$ cat src/rtl/kamacore_pkg.sv
// Shared types and constants for the kamacore memory stage.
// Latency: n/a (declarations only).
// Backpressure: n/a.
package kamacore_pkg;

    localparam int          CPU_WIDTH      = 32;
    localparam int          REG_ADDR_WIDTH = 5;
    localparam logic [31:0] NOP_INSTR      = 32'h0000_0013;

    typedef enum logic [1:0] {
        IDLE = 2'd0,
        REQ  = 2'd1,
        RESP = 2'd2
    } mem_state_t;

    // Load funct3 encodings
    localparam logic [2:0] F3_LB  = 3'b000;
    localparam logic [2:0] F3_LH  = 3'b001;
    localparam logic [2:0] F3_LW  = 3'b010;
    localparam logic [2:0] F3_LBU = 3'b100;
    localparam logic [2:0] F3_LHU = 3'b101;

    // Store funct3 encodings
    localparam logic [2:0] F3_SB  = 3'b000;
    localparam logic [2:0] F3_SH  = 3'b001;
    localparam logic [2:0] F3_SW  = 3'b010;

    // Halfword accesses need a[0]==0, word accesses need a[1:0]==0
    function automatic logic addr_misaligned(input logic [2:0] funct3, input logic [1:0] lane);
        case (funct3[1:0])
            2'b01:   return lane[0];
            2'b10:   return |lane;
            default: return 1'b0;
        endcase
    endfunction

endpackage

$ cat src/rtl/kamacore_lsu_align.sv
// Store byte-enable/lane replication and load byte/half extraction with extension.
// Latency: purely combinational.
// Backpressure: none; caller decides when results are used.
module kamacore_lsu_align
    import kamacore_pkg::*;
(
    input  logic [2:0]  st_funct3,
    input  logic [1:0]  st_lane,
    input  logic [31:0] st_data,
    output logic [3:0]  st_be,
    output logic [31:0] st_wdata,
    input  logic [2:0]  ld_funct3,
    input  logic [1:0]  ld_lane,
    input  logic [31:0] ld_rdata,
    output logic [31:0] ld_result
);

    logic [7:0]  ld_byte;
    logic [15:0] ld_half;

    // Store: narrow data is replicated across all lanes so the slave only needs the enables
    always_comb begin
        st_be    = 4'b1111;
        st_wdata = st_data;
        case (st_funct3)
            F3_SB: begin
                st_be    = 4'b0001 << st_lane;
                st_wdata = {4{st_data[7:0]}};
            end
            F3_SH: begin
                st_be    = st_lane[1] ? 4'b1100 : 4'b0011;
                st_wdata = {2{st_data[15:0]}};
            end
            default: begin
                st_be    = 4'b1111;
                st_wdata = st_data;
            end
        endcase
    end

    // Load: pick the addressed lane, then sign- or zero-extend by funct3
    always_comb begin
        case (ld_lane)
            2'd0:    ld_byte = ld_rdata[7:0];
            2'd1:    ld_byte = ld_rdata[15:8];
            2'd2:    ld_byte = ld_rdata[23:16];
            default: ld_byte = ld_rdata[31:24];
        endcase
        ld_half = ld_lane[1] ? ld_rdata[31:16] : ld_rdata[15:0];
        case (ld_funct3)
            F3_LB:   ld_result = {{24{ld_byte[7]}}, ld_byte};
            F3_LH:   ld_result = {{16{ld_half[15]}}, ld_half};
            F3_LBU:  ld_result = {24'd0, ld_byte};
            F3_LHU:  ld_result = {16'd0, ld_half};
            default: ld_result = ld_rdata;
        endcase
    end

endmodule

$ cat src/rtl/kamacore_stage_mem.sv
// MEM pipeline stage: issues loads/stores on a req/gnt/rvalid bus and registers the MEM/WB word.
// Latency: non-mem ops 1 cycle; stores 1 cycle after gnt; loads 1 cycle after rvalid.
// Backpressure: ex_ready low whenever an access is in flight; WB side never stalls.
// Optional misaligned-access trap enabled by defining KAMACORE_MISALIGN_TRAP_EN.
module kamacore_stage_mem
    import kamacore_pkg::*;
#(
    parameter int CPU_WIDTH       = 32,
    parameter int DMEM_ADDR_WIDTH = 32
) (
    input  logic                       clk,
    input  logic                       rst,
    input  logic                       ex_valid,
    output logic                       ex_ready,
    input  logic [31:0]                ex_instr,
    input  logic [CPU_WIDTH-1:0]       ex_alu_result,
    input  logic [CPU_WIDTH-1:0]       ex_rs2_data,
    input  logic                       ex_rd_we,
    input  logic                       ex_mem_re,
    input  logic                       ex_mem_we,
    input  logic                       flush,
    output logic                       dmem_req,
    output logic                       dmem_we,
    output logic [DMEM_ADDR_WIDTH-1:0] dmem_addr,
    output logic [3:0]                 dmem_be,
    output logic [31:0]                dmem_wdata,
    input  logic                       dmem_gnt,
    input  logic                       dmem_rvalid,
    input  logic [31:0]                dmem_rdata,
    output logic                       wb_valid,
    output logic [31:0]                wb_instr,
    output logic                       wb_rd_we,
    output logic [CPU_WIDTH-1:0]       wb_end_result,
    output logic                       mem_misalign
);

    mem_state_t           state_q, state_d;
    logic [31:0]          instr_q, instr_d;
    logic [CPU_WIDTH-1:0] addr_q, addr_d;
    logic [3:0]           be_q, be_d;
    logic [31:0]          wdata_q, wdata_d;
    logic                 we_q, we_d;
    logic                 rd_we_q, rd_we_d;
    logic                 kill_q, kill_d;
    logic                 wb_valid_q, wb_valid_d;
    logic [31:0]          wb_instr_q, wb_instr_d;
    logic                 wb_rd_we_q, wb_rd_we_d;
    logic [CPU_WIDTH-1:0] wb_result_q, wb_result_d;

    logic                 is_load, is_store, is_mem, ex_misalign;
    logic [3:0]           st_be;
    logic [31:0]          st_wdata, ld_result;

    // re&we together is illegal and resolves to a load
    assign is_load  = ex_mem_re;
    assign is_store = ex_mem_we & ~ex_mem_re;
    assign is_mem   = is_load | is_store;

    kamacore_lsu_align u_align (
        .st_funct3 (ex_instr[14:12]),
        .st_lane   (ex_alu_result[1:0]),
        .st_data   (ex_rs2_data),
        .st_be     (st_be),
        .st_wdata  (st_wdata),
        .ld_funct3 (instr_q[14:12]),
        .ld_lane   (addr_q[1:0]),
        .ld_rdata  (dmem_rdata),
        .ld_result (ld_result)
    );

`ifdef KAMACORE_MISALIGN_TRAP_EN
    logic misalign_q;
    assign ex_misalign = is_mem & addr_misaligned(ex_instr[14:12], ex_alu_result[1:0]);
    // One-cycle trap pulse, coincident with the no-write WB word for the trapped op
    always_ff @(posedge clk) begin
        if (rst) misalign_q <= 1'b0;
        else     misalign_q <= (state_q == IDLE) && ex_valid && !flush && ex_misalign;
    end
    assign mem_misalign = misalign_q;
`else
    assign ex_misalign  = 1'b0;
    assign mem_misalign = 1'b0;
`endif

    // Next-state, request capture and WB word selection
    always_comb begin
        state_d     = state_q;
        instr_d     = instr_q;
        addr_d      = addr_q;
        be_d        = be_q;
        wdata_d     = wdata_q;
        we_d        = we_q;
        rd_we_d     = rd_we_q;
        kill_d      = kill_q;
        wb_valid_d  = 1'b0;
        wb_rd_we_d  = 1'b0;
        wb_instr_d  = wb_instr_q;
        wb_result_d = wb_result_q;
        case (state_q)
            IDLE: begin
                if (ex_valid && !flush) begin
                    if (ex_misalign) begin
                        wb_valid_d  = 1'b1;
                        wb_instr_d  = ex_instr;
                        wb_result_d = ex_alu_result;
                    end else if (is_mem) begin
                        state_d = REQ;
                        instr_d = ex_instr;
                        addr_d  = ex_alu_result;
                        be_d    = st_be;
                        wdata_d = st_wdata;
                        we_d    = is_store;
                        rd_we_d = ex_rd_we;
                        kill_d  = 1'b0;
                    end else begin
                        wb_valid_d  = 1'b1;
                        wb_instr_d  = ex_instr;
                        wb_result_d = ex_alu_result;
                        wb_rd_we_d  = ex_rd_we;
                    end
                end
            end
            REQ: begin
                if (dmem_gnt) begin
                    // A granted transaction always finishes on the bus; flush only suppresses WB
                    if (we_q) begin
                        state_d = IDLE;
                        if (!flush) begin
                            wb_valid_d  = 1'b1;
                            wb_instr_d  = instr_q;
                            wb_result_d = addr_q;
                        end
                    end else begin
                        state_d = RESP;
                        kill_d  = flush;
                    end
                end else if (flush) begin
                    state_d = IDLE;
                end
            end
            RESP: begin
                kill_d = kill_q | flush;
                if (dmem_rvalid) begin
                    state_d = IDLE;
                    if (!(kill_q || flush)) begin
                        wb_valid_d  = 1'b1;
                        wb_instr_d  = instr_q;
                        wb_result_d = ld_result;
                        wb_rd_we_d  = rd_we_q;
                    end
                end
            end
            default: state_d = IDLE;
        endcase
    end

    // State and MEM/WB registers; reset abandons any in-flight access
    always_ff @(posedge clk) begin
        if (rst) begin
            state_q     <= IDLE;
            instr_q     <= NOP_INSTR;
            addr_q      <= '0;
            be_q        <= '0;
            wdata_q     <= '0;
            we_q        <= 1'b0;
            rd_we_q     <= 1'b0;
            kill_q      <= 1'b0;
            wb_valid_q  <= 1'b0;
            wb_instr_q  <= NOP_INSTR;
            wb_rd_we_q  <= 1'b0;
            wb_result_q <= '0;
        end else begin
            state_q     <= state_d;
            instr_q     <= instr_d;
            addr_q      <= addr_d;
            be_q        <= be_d;
            wdata_q     <= wdata_d;
            we_q        <= we_d;
            rd_we_q     <= rd_we_d;
            kill_q      <= kill_d;
            wb_valid_q  <= wb_valid_d;
            wb_instr_q  <= wb_instr_d;
            wb_rd_we_q  <= wb_rd_we_d;
            wb_result_q <= wb_result_d;
        end
    end

    assign ex_ready      = (state_q == IDLE);
    assign dmem_req      = (state_q == REQ);
    assign dmem_we       = we_q;
    assign dmem_addr     = {addr_q[DMEM_ADDR_WIDTH-1:2], 2'b00};
    assign dmem_be       = be_q;
    assign dmem_wdata    = wdata_q;
    assign wb_valid      = wb_valid_q;
    assign wb_instr      = wb_instr_q;
    assign wb_rd_we      = wb_rd_we_q;
    assign wb_end_result = wb_result_q;

endmodule
$ cat config.mk
export PLATFORM = sky130hd
export DESIGN_NAME = kamacore_stage_mem
export DESIGN_NICKNAME = d
export VERILOG_FILES = /design/src/rtl/kamacore_pkg.sv /design/src/rtl/kamacore_lsu_align.sv /design/src/rtl/kamacore_stage_mem.sv
export SDC_FILE = /design/constraint.sdc
export NUM_CORES = 1
export LEC_CHECK = 0
export CORE_UTILIZATION = 47
export CTS_BUF_LIST = sky130_fd_sc_hd__clkbuf_4 sky130_fd_sc_hd__clkbuf_8 sky130_fd_sc_hd__clkbuf_16
export DETAILED_ROUTE_END_ITERATION = 12
export GPL_TIMING_DRIVEN = 1
export PLACE_DENSITY = 0.82
export SKIP_CTS_REPAIR_TIMING = 1
export SLEW_MARGIN = 30
export SYNTH_ARGS = -nofsm -noshare
export SYNTH_HDL_FRONTEND = slang
export SYNTH_SLANG_ARGS = --single-unit
$ cat constraint.sdc
create_clock -name clk -period 2.2 [get_ports clk]
set_clock_uncertainty 0.05 [all_clocks]
set_input_delay 0.44 -clock clk [delete_from_list [all_inputs] [get_ports clk]]
set_output_delay 0.44 -clock clk [all_outputs]
set_load 0.02 [all_outputs]
==> run metrics, run 1 <==
IO Pins=275; Peak Freq=471 MHz; max_slew headroom=64.2%; Avg Cell Area, Syn=8.14 sq um; Nets=1410; Synth Flop Type=dfxtp_1; Mapped Cells=1034; gr ovfl total=0; All-Layer GR Usage=29.4%; Reg clk slew, reported paths=60 ps; initial antenna violation count=0; Worst-Margin Slew=530 ps; DRT Pass-1 Iters=7; Detail Placement HPWL=19500 microns; die width=136 microns; unrepaired setup endpoints after global routing=no; root buf cell=clkbuf_16; ratio of cells with drive above 1 in the final layout=11.2%; Mapped Area=0.00842 sq mm; GP Congestion=0.938; routed len/inst=18.1 microns; end-of-flow core utilization=69.2%; worst endpoint required time=2430 ps; via count=8462; WL final=27300 microns; part of the cycle the worst path needs=96.4%; Inst Count DP=1472; Worst Hold Class=primary input to register; design area=0.0121 sq mm; total CTS buffers=17; CTS Buffer Depth=2; antenna viol nets, final=0; most common cell after layout, fill and taps aside=clkdlybuf4s50_1; Worst Setup Slack, final=79.0 ps; # rows=48; Layout fillers=1380; vias per cell=5.62; first-pass GRT wire length=41900 microns; Critical Path End Type=register; Die Ht=136 microns; Worst Setup SP=state_q[0]$_SDFFE_PP0P_; CTS H-tree depth=4; Hold Path Origin=rst; VDD IR max=0.686 mV; initial DRC count=604; Initial Util=48.3%; CTS tree=yes; Die ar.=0.0184 sq mm; pre-CTS setup slack=-364 ps; EDFF count, synth=0; Yosys warning total=0; Hold Vio Cnt, Final=0; element type at the critical path start=register; largest net degree at the start of global routing=105; Async SR Flop Fraction=0%; diode count=0; maxcap violations=0; DR DRC count=0; non-filler instance count after layout=1507; Sequential Area=0.00343 sq mm; arrival time at the worst endpoint=2360 ps; Slew Limit Fails=0; sequential fraction of the synthesis area=40.7%; latest clock arrival within the worst-skew pair=430 ps; status=completed; Layout area overhead=43.2%; area of the multi-input gates=0.00432 sq mm; hold slack=255 ps; CTS Sinks=171; Crit Path Category=register to register; Final Setup Violations=0; Core Region=0.0174 sq mm; Critical R2R Launch=state_q[0]$_SDFFE_PP0P_; synthesized flop and latch total=171; most frequent cells in the layout=clkdlybuf4s50_1, nand2_1, dfxtp_1; Max FO, Critical Path=10; Leakage=4.28 nW; vias in the first global route=7873; # port buffers=271; pwr dens=761 mW/mm^2; post-placement cell area=0.0114 sq mm; Final Critical Period=2120 ps; library cells used by synthesis=51
## report_power, final
part	leakage, nW	switching (mW)	internal [mW]
Sequential	1.40	0.170	3.36
Clock	0.261	1.31	1.53
Combinational	2.62	1.51	1.30
Total	4.28	2.98	6.19
## state kept, by name, summed over array words and instances, names as in the netlist
signal	flops
addr_q	32
dmem_be	4
dmem_wdata	32
dmem_we	1
instr_q	32
kill_q	1
rd_we_q	1
state_q	2
wb_end_result	32
wb_instr	32
wb_rd_we	1
wb_valid	1
## cells by family after synthesis
family,synth area share (%)
adders and majority gates,0.595
and+or+nand+nor,18.3
DFF,40.7
buffers and inverters,8.65
muxes,8.71
AOI/OAI and AO/OA,23.0
other,0.0445
## area by class of cell
class / count / area share, %
sequential: 171 / 28.4
tap: 225 / 2.34
clock buffer: 21 / 3.83
timing repair buffer: 333 / 28.2
inverter: 22 / 0.685
clock inverter: 11 / 0.727
multi-input combinational: 724 / 35.8
## through the flow
step / total power [mW] / setup TNS, ps
floorplan: 5.14 / 0
global placement: 6.31 / -16390
detailed placement: 6.36 / -20000
CTS: 9.18 / -439
global route: 9.55 / 0
finish: 9.17 / 0
## path summary, 6_finish.rpt
path / slack [ps] / depth (start not counted) / end
max: 80 / 8 / wb_end_result[22]$_SDFFE_PP0P_
min: 250 / 2 / wb_instr[3]$_SDFFE_PP0P_
max reg2reg: 80 / 8 / wb_end_result[22]$_SDFFE_PP0P_
min reg2reg: 400 / 2 / wb_end_result[1]$_SDFFE_PP0P_
## layer usage
metal	track usage (%)	part of all wire, %	vias to the layer above
met1	35.7	40	3975
met4	10.4	2.3	0
met3	6.75	8.9	45
met5	0	0	-
li1	-	-	4051
met2	50.4	49	391
## worst max-delay path, cell delays in order (launching register included)
cell and delay, ps:
dfxtp_2 360, inv_1 100, ha_2 210, o21a_1 140, a221oi_4 240, and3b_4 370, buf_12 180, mux2i_2 220
o22ai_1 110
## synth_stat cells, types with 5 or more instances
cell      number  area share, %
clkbuf_1      54            2.4
a21oi_1      106            6.3
buf_4         38            3.4
o21ai_0       37            2.2
o211ai_1      11           0.98
a211o_1        9           0.94
nand2_1      214            9.5
a311oi_1      10            1.0
o32ai_1        6           0.62
o41ai_1        5           0.52
a211oi_1       9           0.80
o221ai_1       7           0.73
dfxtp_1      171             41
nand2b_1      10           0.74
nor2b_1        5           0.37
nor2_1        84            3.7
nand3_1       22            1.3
buf_2         21            1.2
inv_1         22           0.98
a211oi_2      29            4.3
nand3b_1      13            1.2
nor3_1         7           0.42
o22ai_1       35            2.6
mux2i_1       71            8.4
(Power assumes the default switching activity.)
==> run 2: changes to the inputs <==
--- a/config.mk
+++ b/config.mk
@@ -5,11 +5,11 @@
 export SDC_FILE = /design/constraint.sdc
 export NUM_CORES = 1
 export LEC_CHECK = 0
-export CORE_UTILIZATION = 47
-export CTS_BUF_LIST = sky130_fd_sc_hd__clkbuf_4 sky130_fd_sc_hd__clkbuf_8 sky130_fd_sc_hd__clkbuf_16
+export CORE_UTILIZATION = 48
+export CTS_BUF_LIST = sky130_fd_sc_hd__clkbuf_8
 export DETAILED_ROUTE_END_ITERATION = 12
 export GPL_TIMING_DRIVEN = 1
-export PLACE_DENSITY = 0.82
+export PLACE_DENSITY = 0.83
 export SKIP_CTS_REPAIR_TIMING = 1
 export SLEW_MARGIN = 30
 export SYNTH_ARGS = -nofsm -noshare
==> run 2 against run 1 <==
  * Die area fell by 2.1%
  * Setup slack improved by 46 ps
  * Worst hold slack improved by 140 ps
  * Register-to-register slack improved by 50 ps
  * Combinational power fell by 2%
  * Clock power fell by 12%
  * Critical path depth did not move
  * Critical path type unchanged
==> run metrics, run 2 (synthesis gave the netlist of run 1 again) <==
status=completed; Final Setup Violations=0 (unchanged); Leakage=4.15 nW (-2.9%); All-Layer GR Usage=29.1% (-0.26 points); Max FO, Critical Path=46 (+36); CTS H-tree depth=4 (unchanged); Power Internal=5.88 mW (-5.0%); VDD IR max=0.477 mV (-30%); element type at the critical path start=register; Critical R2R Launch=state_q[0]$_SDFFE_PP0P_; largest net degree at the start of global routing=97 (-7.6%); Nets=1399 (-0.78%); initial antenna violation count=0 (unchanged); first-pass GRT wire length=41400 microns (-1.2%); # port buffers=271 (unchanged); Worst Hold End=instr_q[3]$_SDFFE_PP0P_; DRT Pass-1 Iters=5 (-2); Die ar.=0.0181 sq mm (-2.1%); gr ovfl total=0 (unchanged); CP max stage cell=dfxtp_2; capturing point of the worst reg2reg path=wb_instr[23]$_SDFFE_PP0P_; latest clock arrival within the worst-skew pair=450 ps (+20 ps); Final Critical Period=2070 ps (-46.4 ps); sequential cell fraction of total power=40.4% (+1.9 points); total CTS buffers=17 (unchanged); max_slew headroom=63.5% (-0.66 points); reg-to-reg slack, setup=130 ps (+50 ps); pre-CTS setup slack=-310 ps (+54.5 ps); GP Congestion=0.953 (+1.6%); IO Pins=275 (unchanged); most common cell after layout, fill and taps aside=clkdlybuf4s50_1; diode count=0 (unchanged); critical path cell sequence=inv_1 > ha_1 > o21a_1 > a221oi_4 > and3b_4 > buf_12 > nor2_1 > a211oi_2; power consumption=8.74 mW (-4.7%); Inst Count DP=1464 (-0.54%); NetSw=2.86 mW (-4.0%); most frequent cells in the layout=clkdlybuf4s50_1, nand2_1, dfxtp_1; Die Ht=134 microns (-1.0%); Detail Placement HPWL=19100 microns (-2.3%); non-filler instance count after layout=1496 (-0.73%); largest stage delay on the critical path=360 ps (about the same); CTS tree=yes; Crit Path Category=register to register; die width=134 microns (-1.0%); post-route setup TNS=0 ps (unchanged); worst endpoint required time=2520 ps (+90 ps); pwr dens=741 mW/mm^2 (-2.6%); DR DRC count=0 (unchanged); design area=0.0118 sq mm (-2.1%); vias per cell=5.69 (+1.3%); Worst-Margin Slew=547 ps (+17.5 ps); CTS Sinks=171 (unchanged); ratio of cells with drive above 1 in the final layout=10.4% (-0.85 points); maxcap violations=0 (unchanged); root buf cell=clkbuf_8; Critical Path End Type=register; Worst Hold Class=primary input to register; initial DRC count=619 (+2.5%); Hold Path Origin=rst; Core Region=0.0172 sq mm (-1.0%); Slew Limit Fails=0 (unchanged); part of the power in the clock network=28.3% (-2.6 points); WHS Path Cells=2 (unchanged); Reg clk slew, reported paths=90 ps (+30 ps); # rows=48 (unchanged); via count=8507 (+0.53%); arrival time at the worst endpoint=2400 ps (+40 ps); CTS Buffer Depth=2 (unchanged); Initial Util=48.8% (+0.51 points); Layout area overhead=40.1%; unrepaired setup endpoints after global routing=no; worst reg-to-reg path cell count=8 (unchanged); routed len/inst=18.0 microns (-1.0%); post-placement cell area=0.0113 sq mm (-1.1%); vias in the first global route=8053 (+2.3%); Hold Vio Cnt, Final=0 (unchanged); Sw Ratio=32.8% (+0.24 points); Comb power frac=31.3% (+0.7 points); part of the cycle the worst path needs=94.3% (-2.1 points); Peak Freq=482 MHz (+2.2%); Worst Setup Slack, final=125 ps (+46.4 ps); WL final=26900 microns (-1.7%); antenna viol nets, final=0 (unchanged)
==> run 2: cell types whose count changed in the layout (fill, tap and decap cells not counted), moves of 3 or more <==
cell and delta:
bufinv_16 +4, buf_12 -5, clkbuf_8 +17, buf_4 -5, clkbuf_16 -18, clkbuf_4 -3
==> run 2: how the worst max path moves through the flow <==
stage                             from  depth (start not counted)  slack [ps]                        endpoint
2_1_floorplan  state_q[0]$_SDFFE_PP0P_                          8         180  wb_end_result[16]$_SDFFE_PP0P_
3_3_place_gp                 ex_mem_we                          7        -250        wb_instr[6]$_SDFFE_PP0P_
3_5_place_dp                 ex_mem_we                          7        -310       wb_instr[23]$_SDFFE_PP0P_
4_1_cts        state_q[1]$_SDFFE_PP0P_                          3        -190                        dmem_req
5_1_grt        state_q[0]$_SDFFE_PP0P_                          8           7       wb_instr[21]$_SDFFE_PP0P_
6_report       state_q[0]$_SDFFE_PP0P_                          8         130       wb_instr[23]$_SDFFE_PP0P_
==> run 2: power by group through the flow <==
stage          clock network, mW  registers (mW)  logic (mW)
6_report                    2.48            3.53        2.74
3_5_place_dp                   0            3.59        2.71
5_1_grt                     2.65            3.56        2.92
2_1_floorplan                  0            3.79        1.35
4_1_cts                     2.52            3.53        2.72
3_3_place_gp                   0            3.59        2.66
==> run 2: final cells by class <==
type                       count  area, sq um
clock buffer                  18          248
sequential                   171         3420
inverter                      22         82.6
clock inverter                14          194
fill                        1407         5440
timing repair buffer         322         3230
tap                          225          282
multi-input combinational    724         4340
==> run 2: layer usage <==
layer,vias up,routed length (microns),GRT usage (%)
met5,-,0,0
met2,422,13200,50.3
met3,42,2440,7.22
met4,0,621,9.80
li1,4025,-,-
met1,4018,10700,35.1
==> run 2: through the flow <==
step / hold WS [ps] / util (%)
detailed placement: 393 / 65.6
global route: 374 / 68.4
global placement: 390 / 65.6
finish: 393 / 68.4
CTS: 352 / 68.2
floorplan: 382 / -
==> run 2: worst max-delay path, delay by kind of cell (launching register included) <==
kind                     cells  cell delay [ps]
AO/OA/AOI/OAI                3              580
adder cells (fa/ha/maj)      1              250
buffers and inverters        2              350
flip-flops                   1              360
AND/OR/NAND/NOR              2              410
